`src/rtl/cond_pkg.sv`:
```
// Shared encodings for the condition-field decoder and the NZCV flag register.
package cond_pkg;

    // Condition field encodings, Instr[31:28]
    localparam logic [3:0] COND_EQ = 4'b0000;
    localparam logic [3:0] COND_NE = 4'b0001;
    localparam logic [3:0] COND_CS = 4'b0010;
    localparam logic [3:0] COND_CC = 4'b0011;
    localparam logic [3:0] COND_MI = 4'b0100;
    localparam logic [3:0] COND_PL = 4'b0101;
    localparam logic [3:0] COND_VS = 4'b0110;
    localparam logic [3:0] COND_VC = 4'b0111;
    localparam logic [3:0] COND_HI = 4'b1000;
    localparam logic [3:0] COND_LS = 4'b1001;
    localparam logic [3:0] COND_GE = 4'b1010;
    localparam logic [3:0] COND_LT = 4'b1011;
    localparam logic [3:0] COND_GT = 4'b1100;
    localparam logic [3:0] COND_LE = 4'b1101;
    localparam logic [3:0] COND_AL = 4'b1110;
    localparam logic [3:0] COND_NV = 4'b1111;

    // Bit positions inside the {N,Z,C,V} flag vector
    localparam int unsigned FLAG_N = 3;
    localparam int unsigned FLAG_Z = 2;
    localparam int unsigned FLAG_C = 1;
    localparam int unsigned FLAG_V = 0;

endpackage

```
`src/rtl/cond_check.sv`:
```
// Purely combinational condition-field decoder: Cond x {N,Z,C,V} -> pass/fail.
module cond_check
    import cond_pkg::*;
(
    input  logic [3:0] cond_i,
    input  logic [3:0] flags_i,
    output logic       cond_ex_o
);

    logic n, z, c, v;
    logic ge;

    assign n  = flags_i[FLAG_N];
    assign z  = flags_i[FLAG_Z];
    assign c  = flags_i[FLAG_C];
    assign v  = flags_i[FLAG_V];
    assign ge = ~(n ^ v);

    // Decode the condition; the NV encoding never passes so no X can leak out.
    always_comb begin
        cond_ex_o = 1'b0;
        case (cond_i)
            COND_EQ: cond_ex_o = z;
            COND_NE: cond_ex_o = ~z;
            COND_CS: cond_ex_o = c;
            COND_CC: cond_ex_o = ~c;
            COND_MI: cond_ex_o = n;
            COND_PL: cond_ex_o = ~n;
            COND_VS: cond_ex_o = v;
            COND_VC: cond_ex_o = ~v;
            COND_HI: cond_ex_o = c & ~z;
            COND_LS: cond_ex_o = ~c | z;
            COND_GE: cond_ex_o = ge;
            COND_LT: cond_ex_o = ~ge;
            COND_GT: cond_ex_o = ~z & ge;
            COND_LE: cond_ex_o = z | ~ge;
            COND_AL: cond_ex_o = 1'b1;
            default: cond_ex_o = 1'b0;
        endcase
    end

endmodule

```
`src/rtl/cond_logic.sv`:
```
// Architectural NZCV flag register plus condition gating of the FSM write strobes.
module cond_logic
    import cond_pkg::*;
#(
    parameter int unsigned FLAG_W = 4,
    parameter int unsigned COND_W = 4
) (
    input  logic              clk,
    input  logic              reset,
    input  logic [COND_W-1:0] Cond,
    input  logic [FLAG_W-1:0] ALUFlags,
    input  logic [1:0]        FlagW,
    input  logic              PCS,
    input  logic              NextPC,
    input  logic              RegW,
    input  logic              MemW,
    output logic              PCWrite,
    output logic              RegWrite,
    output logic              MemWrite,
    output logic [FLAG_W-1:0] Flags,
    output logic              CondEx
);

    logic [FLAG_W-1:0] flags_d, flags_q;
    logic              cond_ex_delayed_q;

    cond_check u_cond_check (
        .cond_i    (Cond),
        .flags_i   (flags_q),
        .cond_ex_o (CondEx)
    );

    // Each flag half updates only when requested and the instruction's condition passes.
    always_comb begin
        flags_d = flags_q;
        if (FlagW[1] && CondEx) begin
            flags_d[FLAG_N:FLAG_Z] = ALUFlags[FLAG_N:FLAG_Z];
        end
        if (FlagW[0] && CondEx) begin
            flags_d[FLAG_C:FLAG_V] = ALUFlags[FLAG_C:FLAG_V];
        end
    end

    // Flag register and the decode-time condition result carried into later FSM states.
    always_ff @(posedge clk or negedge reset) begin
        if (!reset) begin
            flags_q           <= '0;
            cond_ex_delayed_q <= 1'b0;
        end else begin
            flags_q           <= flags_d;
            cond_ex_delayed_q <= CondEx;
        end
    end

    assign Flags = flags_q;

    // Fetch (NextPC) always advances the PC regardless of the condition.
    always_comb begin
        PCWrite  = (PCS & cond_ex_delayed_q) | NextPC;
        RegWrite = RegW & cond_ex_delayed_q;
        MemWrite = MemW & cond_ex_delayed_q;
    end

endmodule

```
`config.mk`:
```
export PLATFORM = sky130hd
export DESIGN_NAME = cond_logic
export DESIGN_NICKNAME = d
export VERILOG_FILES = /design/src/rtl/cond_pkg.sv /design/src/rtl/cond_check.sv /design/src/rtl/cond_logic.sv
export SDC_FILE = /design/constraint.sdc
export NUM_CORES = 1
export LEC_CHECK = 0
export ABC_CLOCK_PERIOD_IN_PS = 4350
export CAP_MARGIN = 5
export CELL_PAD_IN_SITES_DETAIL_PLACEMENT = 0
export CELL_PAD_IN_SITES_GLOBAL_PLACEMENT = 1
export CORE_MARGIN = 1.5
export CORE_UTILIZATION = 25
export DETAILED_ROUTE_END_ITERATION = 10
export PLACE_DENSITY = 0.7
export SLEW_MARGIN = 20
export SYNTH_ARGS = -nofsm -noshare
export SYNTH_HDL_FRONTEND = slang
export SYNTH_SLANG_ARGS = --single-unit
```
`constraint.sdc`:
```
create_clock -name clk -period 4.35 [get_ports clk]
set_input_delay 0.435 -clock clk [delete_from_list [all_inputs] [get_ports clk]]
set_output_delay 0.435 -clock clk [all_outputs]
set_load 0.005 [all_outputs]
```
======== After elaboration in Yosys (flattened, before gate mapping) ========
Cells that the tools add are included.
storage, ports and cells
  input bits .............................. 16
  output and inout port bits .............. 8
  register bits ........................... 5
cells by class
  reductions and logical operators ........ 3
  multiplexer cells ....................... 1
  equality and inequality tests ........... 14
  bitwise gates (word level) .............. 14
operators by type and width
  kind                                           count
  == test 4 bit, second input constant           7
  == test 4 x 3 -> 1 bit, second input constant  4
  case mux 1 bit (15 select lines)               1
  == test 4 x 2 -> 1 bit, second input constant  2
  AND 1 bit                                      5
  inverter 1 bit                                 5
  == test 4 x 1 -> 1 bit, second input constant  1
  zero test 4 bit                                1
  bitwise OR 1 bit                               3
  logical AND 1 bit                              2
  XOR 1 bit                                      1

======== Depth between registers and ports, before layout ========
  word-level depth ........................ 5
  depth in mapped cells ................... 7

======== Modules after synthesis ========
From an unflattened synthesis, not the netlist that was laid out.
second synthesis, totals
  cell total of the unflattened synthesis .. 42
  area total of the unflattened synthesis .. 391.6 sq um
modules (own cells, without submodules)
  module      area each (sq um)  seq. area each (sq um)  cells an instance  instances
  cond_logic  197.7              125.1                   14                 1
  cond_check  193.9              0.0                     28                 1

======== Worst setup path before layout ========
Ideal clock, no wire load.
  path kind ............................... input to register
  start point ............................. in Cond[1]
  end point ............................... reg flags_q[0] (netlist: Flags[0])
  required time ........................... 4222 ps
  arrival ................................. 1736 ps
  slack ................................... 2486 ps
  stages on the path ...................... 6
  cells stage by stage .................... buf_2 a21oi_1 a2111oi_4 nor4_2 nor3b_2 mux2_1
on the way
  word-level cells in the longest chain between the ends .. 3
ends and longest elaborated chain
  element                                line              source
  from (decl)                            cond_logic.sv:10  input logic [COND_W-1:0] Cond,
  == test 4 bit (tied with other cells)  cond_check.sv:22  case (cond_i)
  case mux 1 bit (15 select lines) *     cond_check.sv:22
  logical AND 1 bit *                    cond_logic.sv:39  if (FlagW[0] && CondEx) begin
  to (signal assigned)                   cond_logic.sv:50  flags_q <= flags_d;
  to (decl)                              cond_logic.sv:24  logic [FLAG_W-1:0] flags_d, flags_q;
Mark *: on every way between the ends. The rest lies on a longest branch, timed or not.
A chain may end at the register's enable or synchronous reset.

======== Worst setup path after layout ========
  start point ............................. in Cond[3]
  end point ............................... out CondEx
on the way
  word-level cells in the longest chain between the ends .. 2
ends and longest elaborated chain
  element                                line              source
  == test 4 bit (tied with other cells)  cond_check.sv:22
  case mux 1 bit (15 select lines) *     cond_check.sv:22
  to (decl)                              cond_logic.sv:21  output logic CondEx
Marked as above.

==> results.cfg <==
[worst_setup_path]
reg2reg_to = Flags[0]$_DFFE_PN0P_
cp_common_cell = clkdlybuf4s50_1
reg2reg_from = Flags[2]$_DFFE_PN0P_
worst_path_largest_cell_delay_ns = 0.67
slowest_stage = clkdlybuf4s50_1
critical_path.startpoint = Cond[3]
endpoint_kind = output pin
worst-path-buf-inv = 2
critPathRequiredTime_ns = 3.91
path_depth = 7
cp_data_arrival_time_ns = 2.54
reg2reg_setup_slack_ns = 2.40
critPathKind = in -> out
worstSetupStartpointType = input pin
crit_path_cell_trace = clkdlybuf4s50_1 -> nor2b_1 -> a21oi_1 -> o32ai_1 -> nor2_1 -> o21bai_1 -> clkdlybuf4s50_1
crit_family = buffers and inverters
timing.critical_path.to = CondEx
critPathMaxFanout = 8
worstRegToRegCells = 6

[route]
drc = 0
ant_nets = 0
via_per_inst = 4.816
routed_wl_microns = 1218
vias = 472
first_pass_iters = 4
drt_iter0_drc = 7
wl_per_cell_microns = 12.43

[grt]
grt_usage_pct = 12.71
grt.overflow.total = 0
antenna_found_initial = 0
grt_max_degree = 10
grt_pass1_vias = 433
grt_pass1_wl_microns = 1918

[sta]
finalHoldViolCount = 0
rsz0062_at_grt = false
fin_skew_ns = 0.002618
clock.fmax_ghz = 0.3364
setup_tns_ns = 0
setup_viol = 0
fin_crit_ns = 2.972
slew-limit-headroom_pct = 74.48
maxSlewViolCount = 0
worstMarginPinSlew_ns = 0.3796
fin_crit_sh_pct = 68.33

[final_layout]
nNetsFinal = 90
syn_to_final_growth_pct = 56.99
stdcell_count = 98
antenna_cells = 0
drive_above_1_share_pct = 10.96

[placed_design]
gp_congestion = 0.6880
portBuffers = 23
dpl.hpwl_microns = 984.1
dp.cells = 94

[power]
p_leak_nw = 0.2727
p_seq_share_pct = 31.8
clkPwrFrac_pct = 18.4
net-switching-power_w = 0.0001071
vdd_drop_max_mv = 0.2186
p_sw_share_pct = 35.81
p_per_area_mw_per_mm2 = 409.4
p_comb_share_pct = 49.7
p_int_w = 0.0001920

[synth]
avgSynthCellArea_sq_um = 9.309
synthFlopType = dfrtp_1
yosys.area.top_type = dfrtp_1
synth_warnings = 0
synth.top_cell.area_share_pct = 26.88
synth.most_common_cell = dfrtp_1
synthCells = 50
yosysUniqueCellTypes = 28
synth-edff-count = 0
synthTopCellsByArea = dfrtp_1, mux2_1, a2111oi_4
ys_ff_latch = 5
synth_nets = 66
synthesis.area_sq_um = 465.4
ys_seq_area_share_pct = 26.88
synthArstFlopShare_pct = 100.0
synth.top_cells.by_count = dfrtp_1, mux2_1, nor2b_1

[clock_network]
cts.sinks = 5
cts_tree = built
cts_hold_buf = 0
cts.path.max_buffers = 2
cts-root-buf = clkbuf_4
htree_num_levels = 1
cts_buffers = 3
insertion_delay_ns = 0.24
clk_pin_slew_ns = 0.05
cts_setup_buffers = 0
cts_resized = 0

[job]
max_cap_violations = 0

[floorplanning]
initial_core_util_pct = 26.67
ios = 24
dieWidth_microns = 46.15
dieHeight_microns = 46.15
die-area_sq_mm = 0.002130
rows = 15
coreArea_sq_mm = 0.001745

[worst_hold_path]
min_path_type = in -> async

[status]
status = finished, final reports clean
-- through the flow --
step                util (%)  worst slack [ns]  hold WS (ns)  cell area, sq um  total power [W]
finish                 41.86             1.378        0.4143             730.7        0.0002992
global placement       40.36             1.405        0.5514             704.4        0.0002439
detailed placement     40.36             1.372        0.5669             704.4        0.0002468
CTS                    41.86             1.365        0.4183             730.7        0.0003043
floorplan                  -             2.486        0.1394             465.4        0.0001727
global route           41.86             1.243        0.4237             730.7        0.0003247
-- how the worst min path moves through the flow --
stage                               from                    to  slack (ns)
global placement    Flags[1]$_DFFE_PN0P_  Flags[1]$_DFFE_PN0P_        0.55
floorplan                          reset  Flags[0]$_DFFE_PN0P_        0.14
CTS                                reset  Flags[0]$_DFFE_PN0P_        0.42
finish                             reset  Flags[0]$_DFFE_PN0P_        0.41
detailed placement  Flags[1]$_DFFE_PN0P_  Flags[1]$_DFFE_PN0P_        0.57
global route                       reset  Flags[0]$_DFFE_PN0P_        0.42
-- power by group through the flow --
stage          logic (W)  clock network [W]  registers [W]
3_3_place_gp    0.000149                  0      0.0000953
6_report        0.000149          0.0000551      0.0000952
3_5_place_dp    0.000150                  0      0.0000966
4_1_cts         0.000151          0.0000575      0.0000957
2_1_floorplan  0.0000933                  0      0.0000794
5_1_grt         0.000163          0.0000621       0.000100
-- worst reg2reg max path, delay by kind of cell, from the launching register on --
family | cells | cell delay [ns]
multiplexers | 2 | 0.48
AND/OR/NAND/NOR | 4 | 0.93
flip-flops | 1 | 0.42
-- registers in the layout (all words and copies together), names as in the netlist --
name               cells
cond_ex_delayed_q      1
Flags                  4
-- routing by layer --
| metal | up-vias | part of all wire, % | track usage (%) |
|---|---|---|---|
| met5 | - | 0 | 0 |
| met1 | 233 | 45 | 16.67 |
| li1 | 226 | - | - |
| met4 | 0 | 1.1 | 5.143 |
| met3 | 2 | 3.8 | 3.529 |
| met2 | 11 | 50 | 19.44 |
-- cell type report --
cell class / instances / area (sq um)
Fill cell: 190 / 1015
Multi-Input combinational cell: 39 / 310.3
Timing Repair Buffer: 23 / 230.2
Sequential cell: 5 / 125.1
Tap cell: 25 / 31.28
Clock buffer: 4 / 26.28
Inverter: 2 / 7.507
-- logic make-up after synthesis --
logic type                Yosys count  share of synthesized area (%)
xor gates and xnor gates            2                          3.764
and+or+nand+nor                    20                          29.30
DFF                                 5                          26.88
buffers and inverters               6                          6.452
AOI/OAI and AO/OA                  12                          21.77
muxes                               5                          11.83
-- cells in the final DEF (no fill, tap or decap) --
master and count:
nor3_2 1, nor3_1 1, nand2_1 3, nor4_2 1, nor2_1 2, o2111ai_1 1, clkbuf_4 3, o221ai_1 1
dfrtp_1 5, nor3b_1 2, inv_1 2, mux2i_1 1, and3_1 1, clkbuf_1 1, a21o_1 1, xnor2_1 2
and2_1 2, nor3b_2 2, o32ai_1 1, mux2_1 4, nand2b_1 1, o21bai_1 1, clkdlybuf4s50_1 23, o21ai_0 1
a2111oi_4 1, a31oi_1 2, a21oi_1 3, nor2b_1 4
No activity file was read; power rests on OpenSTA's default activity.
